### src/rtl/softmax_ctrl.sv
// Softmax sequencing controller: max scan, exp pass with saturating sum, divide pass.
// Drives a shared single-read/single-write memory and external exp/div units.
//
// state | meaning
// IDLE  | waiting for start; parameters sampled here only
// MAX   | stream N elements from raddr, track signed maximum
// EXP   | stream elements again, feed x-max to exp unit, store results at waddr, accumulate sum
// DIV   | stream stored exp values, feed num/sum to div unit, overwrite results at waddr
// DONE  | one-cycle completion, pulses done on the way back to IDLE
module softmax_ctrl #(
    parameter int AW = 12,
    parameter int DW = 32,
    parameter int LW = 6
) (
    input  logic          clk,
    input  logic          rst,
    input  logic          start,
    input  logic [AW-1:0] param_raddr,
    input  logic [AW-1:0] param_waddr,
    input  logic [LW-1:0] param_iolen,
    output logic          busy,
    output logic          done,
    output logic          mem_re,
    output logic [AW-1:0] mem_raddr,
    input  logic [DW-1:0] mem_rdata,
    output logic          mem_we,
    output logic [AW-1:0] mem_waddr,
    output logic [DW-1:0] mem_wdata,
    output logic          exp_valid,
    input  logic          exp_ready,
    output logic [DW-1:0] exp_in,
    input  logic          exp_ovalid,
    input  logic [DW-1:0] exp_out,
    output logic          div_valid,
    input  logic          div_ready,
    output logic [DW-1:0] div_num,
    output logic [DW-1:0] div_den,
    input  logic          div_ovalid,
    input  logic [DW-1:0] div_out
);

    typedef enum logic [2:0] {IDLE, MAX, EXP, DIV, DONE} state_t;

    state_t               state;
    logic    [LW-1:0]     n_len;
    logic    [LW-1:0]     rd_left;
    logic    [LW-1:0]     rx_left;
    logic    [LW-1:0]     wr_left;
    logic    [AW-1:0]     rbase;
    logic    [AW-1:0]     wbase;
    logic    [AW-1:0]     rd_addr;
    logic    [AW-1:0]     wr_addr;
    logic signed [DW-1:0] max_val;
    logic    [DW-1:0]     sum;
    logic                 rd_pend;

    logic                 rd_req;
    logic                 wr_req;
    logic signed [DW-1:0] max_nx;
    logic    [DW:0]       sum_wide;
    logic    [DW-1:0]     sum_nx;

    // Reads in EXP/DIV are gated by the unit's ready in the issue cycle itself,
    // so the request is combinational on ready rather than registered.
    always_comb begin
        rd_req = 1'b0;
        wr_req = 1'b0;
        case (state)
            MAX: rd_req = (rd_left != '0);
            EXP: begin
                rd_req = exp_ready && (rd_left != '0);
                wr_req = exp_ovalid;
            end
            DIV: begin
                rd_req = div_ready && (rd_left != '0);
                wr_req = div_ovalid;
            end
            default: begin
                rd_req = 1'b0;
                wr_req = 1'b0;
            end
        endcase
    end

    assign mem_re    = rd_req;
    assign mem_raddr = rd_req ? rd_addr : '0;
    assign mem_we    = wr_req;
    assign mem_waddr = wr_req ? wr_addr : '0;
    assign mem_wdata = !wr_req       ? '0 :
                       (state == EXP) ? exp_out : div_out;

    assign exp_valid = rd_pend && (state == EXP);
    assign exp_in    = exp_valid ? (mem_rdata - max_val) : '0;
    assign div_valid = rd_pend && (state == DIV);
    assign div_num   = div_valid ? mem_rdata : '0;
    assign div_den   = div_valid ? sum : '0;

    assign max_nx   = ((rx_left == n_len) || ($signed(mem_rdata) > max_val)) ? $signed(mem_rdata) : max_val;
    assign sum_wide = {1'b0, sum} + {1'b0, exp_out};
    assign sum_nx   = sum_wide[DW] ? '1 : sum_wide[DW-1:0];

    always_ff @(posedge clk or posedge rst) begin
        if (rst) begin
            state   <= IDLE;
            busy    <= 1'b0;
            done    <= 1'b0;
            n_len   <= '0;
            rd_left <= '0;
            rx_left <= '0;
            wr_left <= '0;
            rbase   <= '0;
            wbase   <= '0;
            rd_addr <= '0;
            wr_addr <= '0;
            max_val <= '0;
            sum     <= '0;
            rd_pend <= 1'b0;
        end else begin
            done    <= 1'b0;
            rd_pend <= rd_req;
            if (rd_req) begin
                rd_addr <= rd_addr + AW'(1);
                rd_left <= rd_left - LW'(1);
            end
            if (wr_req) begin
                wr_addr <= wr_addr + AW'(1);
                wr_left <= wr_left - LW'(1);
            end
            case (state)
                IDLE: begin
                    if (start) begin
                        n_len   <= param_iolen;
                        rbase   <= param_raddr;
                        wbase   <= param_waddr;
                        rd_addr <= param_raddr;
                        rd_left <= param_iolen;
                        rx_left <= param_iolen;
                        busy    <= 1'b1;
                        state   <= (param_iolen == '0) ? DONE : MAX;
                    end
                end
                MAX: begin
                    if (rd_pend) begin
                        max_val <= max_nx;
                        rx_left <= rx_left - LW'(1);
                        if (rx_left == LW'(1)) begin
                            state   <= EXP;
                            rd_addr <= rbase;
                            rd_left <= n_len;
                            wr_addr <= wbase;
                            wr_left <= n_len;
                            sum     <= '0;
                        end
                    end
                end
                EXP: begin
                    if (exp_ovalid) begin
                        sum <= sum_nx;
                        if (wr_left == LW'(1)) begin
                            state   <= DIV;
                            rd_addr <= wbase;
                            rd_left <= n_len;
                            wr_addr <= wbase;
                            wr_left <= n_len;
                        end
                    end
                end
                DIV: begin
                    if (div_ovalid && (wr_left == LW'(1))) begin
                        state <= DONE;
                    end
                end
                DONE: begin
                    done  <= 1'b1;
                    busy  <= 1'b0;
                    state <= IDLE;
                end
                default: state <= IDLE;
            endcase
        end
    end

endmodule

### config.mk
export PLATFORM = sky130hd
export DESIGN_NAME = softmax_ctrl
export DESIGN_NICKNAME = d
export VERILOG_FILES = /design/src/rtl/softmax_ctrl.sv
export SDC_FILE = /design/constraint.sdc
export NUM_CORES = 1
export LEC_CHECK = 0
export ABC_AREA = 0
export BUFFER_PORTS_ARGS = -buffer_cell sky130_fd_sc_hd__buf_2
export CAP_MARGIN = 15
export CORE_MARGIN = 8
export CORE_UTILIZATION = 34
export DETAILED_ROUTE_END_ITERATION = 7
export GPL_ROUTABILITY_DRIVEN = 1
export PLACE_DENSITY = 0.64
export SKIP_CTS_REPAIR_TIMING = 1
export SLEW_MARGIN = 5
export SYNTH_ARGS = -nofsm -noshare
export SYNTH_HDL_FRONTEND = slang
export SYNTH_SLANG_ARGS = --single-unit
### constraint.sdc
create_clock -name clk -period 7.94 [get_ports clk]
set_input_delay 2.382 -clock clk [delete_from_list [all_inputs] [get_ports clk]]
set_output_delay 2.382 -clock clk [all_outputs]
set_load 0.05 [all_outputs]
==> metrics.txt <==
number of antenna violations at the first check in global routing 2; maximum clock path buffer count 2; outcome finished clean; Max IR drop VDD approximately 200 uV; share of the synthesized area in the top cell type 31.7%; htree depth 4; Slew Limit Headroom roughly 31%; gpl congestion 0.868; Via density around 5.3; core footprint about 32000 um2; clock insertion delay at the later pin of the skew report 0.45 ns; Critical Path RT ~5.6 ns; vertical die dimension 197 um; PD cells roughly 400 nW/um2; number of cells on the worst hold path 2; number of enable-type register cells in the synthesized netlist 0; met1 track demand over resource a little under a quarter; area after detailed placement around 13000 um2; part of the cycle the worst path needs 97.6%; met3 layer usage reported by global route under 10%; remaining routing DRC violations 0; r2r setup slk about 4.3 ns; initial drt markers 684; number of I/O pins between 200 and 300; area growth from synthesis to final layout 21.7%; biggest area consumer among synthesized cells dfrtp_1; Lkg Pwr between 6 and 7 nW; Period minus WS final 7.75 ns; vias in the first global route approximately 11000; average cell area after synthesis about 8.0 um2; Hold Violations, Final 0; wire length per cell roughly 18 um; startpoint kind of the worst setup timing path input port; top cells by instance count after synthesis 232 x nand2_1, 147 x a21oi_1, 142 x dfrtp_1; most frequently used flop master after synthesis dfrtp_1; fraction of final layout cells sized beyond drive strength 1 23.8%; number of placement rows 66; clock-pin slew of the registers on the worst-case setup and hold paths 0.06 ns; starting density of the core approximately 34%; width of the die 197 um; largest net degree at the start of global routing 87; max-cap viol count 0; Port Buffer Count 290; class of the worst hold path reg -> reg; number of register bits inferred by synthesis between 100 and 150; depth of the worst register-to-register path 12; capturing element type of the critical path primary output; floorplan die area a little under 40000 um2; TritonCTS clock tree built; post-route cell area roughly 14000 um2; dpl hpwl between 20000 and 30000 um; detailed-routing iteration count for the pre-antenna-repair pass 6; most frequent cell after synthesis nand2_1; final worst clock skew around 0.014 ns; first-pass GRT wire length just under 60000 um; critical path type in -> out; count of different cell masters after synthesis between 60 and 70; Tot GR Track Use 19.0%; peak-usage layer in the global routing report met2; Max Fclk 129 MHz; net total in the final layout roughly 1800; Post-Route Setup TNS 0 ns; data arrival time of the critical path roughly 5.4 ns; Syn Inst Count between 1000 and 1500; Ys Warns 0; sequential share of the synthesized area about a third; Worst-Margin Slew roughly 1.0 ns; fillers around 3300; async set-or-reset flop fraction in the synthesized netlist 100%; post-route ant nets 0; number of CTS-inserted buffers 17; # clock sinks about 140; Final setup viols 0; Post-Synthesis Cell Area 11200 um2; top post-synthesis cells by area dfrtp_1 32%, ha_1 8.2%, nand2_1 7.8%, a21oi_1 6.6%, and2_1 5.5%; clock root cell clkbuf_16; Routed WL 37500 um; worst-path fanout max 4; number of pins with negative max-slew slack in the final report 0; routed via count 11100; syn nets 1600; grt total ovfl 0; RSZ-0062 raised after global routing false; M2 GR Usage between 30% and 40%
worst paths after layout:
| check | from | end |
|---|---|---|
| setup / recovery | mem_rdata[0] | exp_in[30] |
| hold / removal | rbase[2] | rbase[2] |
| setup reg to reg | sum[0] | sum[30] |
| hold reg to reg | rbase[2] | rbase[2] |
| max in group asynchronous | rst | wbase[7] |
| min in group asynchronous | rst | max_val[0] |
flip-flops by register name, summed over array words and instances (netlist names):
name	flops
busy	1
done	1
max_val	32
n_len	6
rbase	12
rd_addr	12
rd_left	6
rd_pend	1
rx_left	6
state	3
sum	32
wbase	12
wr_addr	12
wr_left	6
layer usage:
metal	wire length, um	vias up
li1	-	5378
met5	10	-
met4	550	2
met1	16500	5301
met2	17900	366
met3	2560	43
per-stage QoR:
step | power (W) | hold WS, ns | util, % | setup slack (ns) | std cells
floorplan | 0.00383 | 0.446 | - | 0.377 | 1392
global placement | 0.00455 | 0.457 | 40.2 | 0.146 | 2064
detailed placement | 0.00462 | 0.467 | 40.2 | 0.134 | 2064
CTS | 0.00546 | 0.486 | 41.9 | 0.0821 | 2095
global route | 0.00589 | 0.513 | 41.9 | 0.00978 | 2095
finish | 0.00545 | 0.483 | 42.0 | 0.190 | 2096
logic make-up after synthesis:
logic type	after synthesis	share of synthesized area [%]
buffers and inverters	134	4.73
muxes	45	4.47
adders and majority gates	75	8.52
DFF	142	31.7
xor gates and xnor gates	85	6.65
and+or+nand+nor	526	22.6
AOI/OAI and AO/OA	385	21.3
cell usage in the layout, fill, tap and decap left out, types with 32 or more instances in the layout:
| cell type | instances |
|---|---|
| a21o_1 | 36 |
| inv_1 | 58 |
| xor2_1 | 38 |
| o21ai_0 | 71 |
| a21oi_1 | 146 |
| dfrtp_1 | 142 |
| buf_2 | 289 |
| ha_1 | 73 |
| mux2_2 | 32 |
| and2_1 | 97 |
| nand2_1 | 232 |
| xnor2_1 | 47 |
| nor2_1 | 69 |
cell type report:
| cell class | count | area [um2] | area share, % |
|---|---|---|---|
| Clock buffer | 19 | 443 | 3.25 |
| Tap cell | 442 | 553 | 4.06 |
| Sequential cell | 142 | 3550 | 26.1 |
| Antenna cell | 1 | 2.50 | 0.0184 |
| Timing Repair Buffer | 305 | 1570 | 11.5 |
| Inverter | 59 | 226 | 1.66 |
| Multi-Input combinational cell | 1116 | 7150 | 52.5 |
| Clock inverter | 12 | 125 | 0.919 |
worst max-delay path, cell delays in order:
cell and delay [ns]:
buf_2 0.11, inv_1 0.05, ha_1 0.16, inv_1 0.06, fa_1 0.40, a21oi_1 0.22, o21ai_1 0.12, a21oi_2 0.22
o31a_2 0.21, a31oi_1 0.14, a311o_1 0.42, a32o_1 0.29, nor4_1 0.23, a211o_1 0.13, clkbuf_4 0.22
power breakdown:
group          total, W  switching [W]  leakage [nW]  internal (W)
Clock          0.000810       0.000363         0.277      0.000447
Combinational   0.00326        0.00201          4.85       0.00125
Sequential      0.00138       0.000306          1.71       0.00107
Total           0.00545        0.00268          6.83       0.00277
Power figures use the tool's default switching activity.
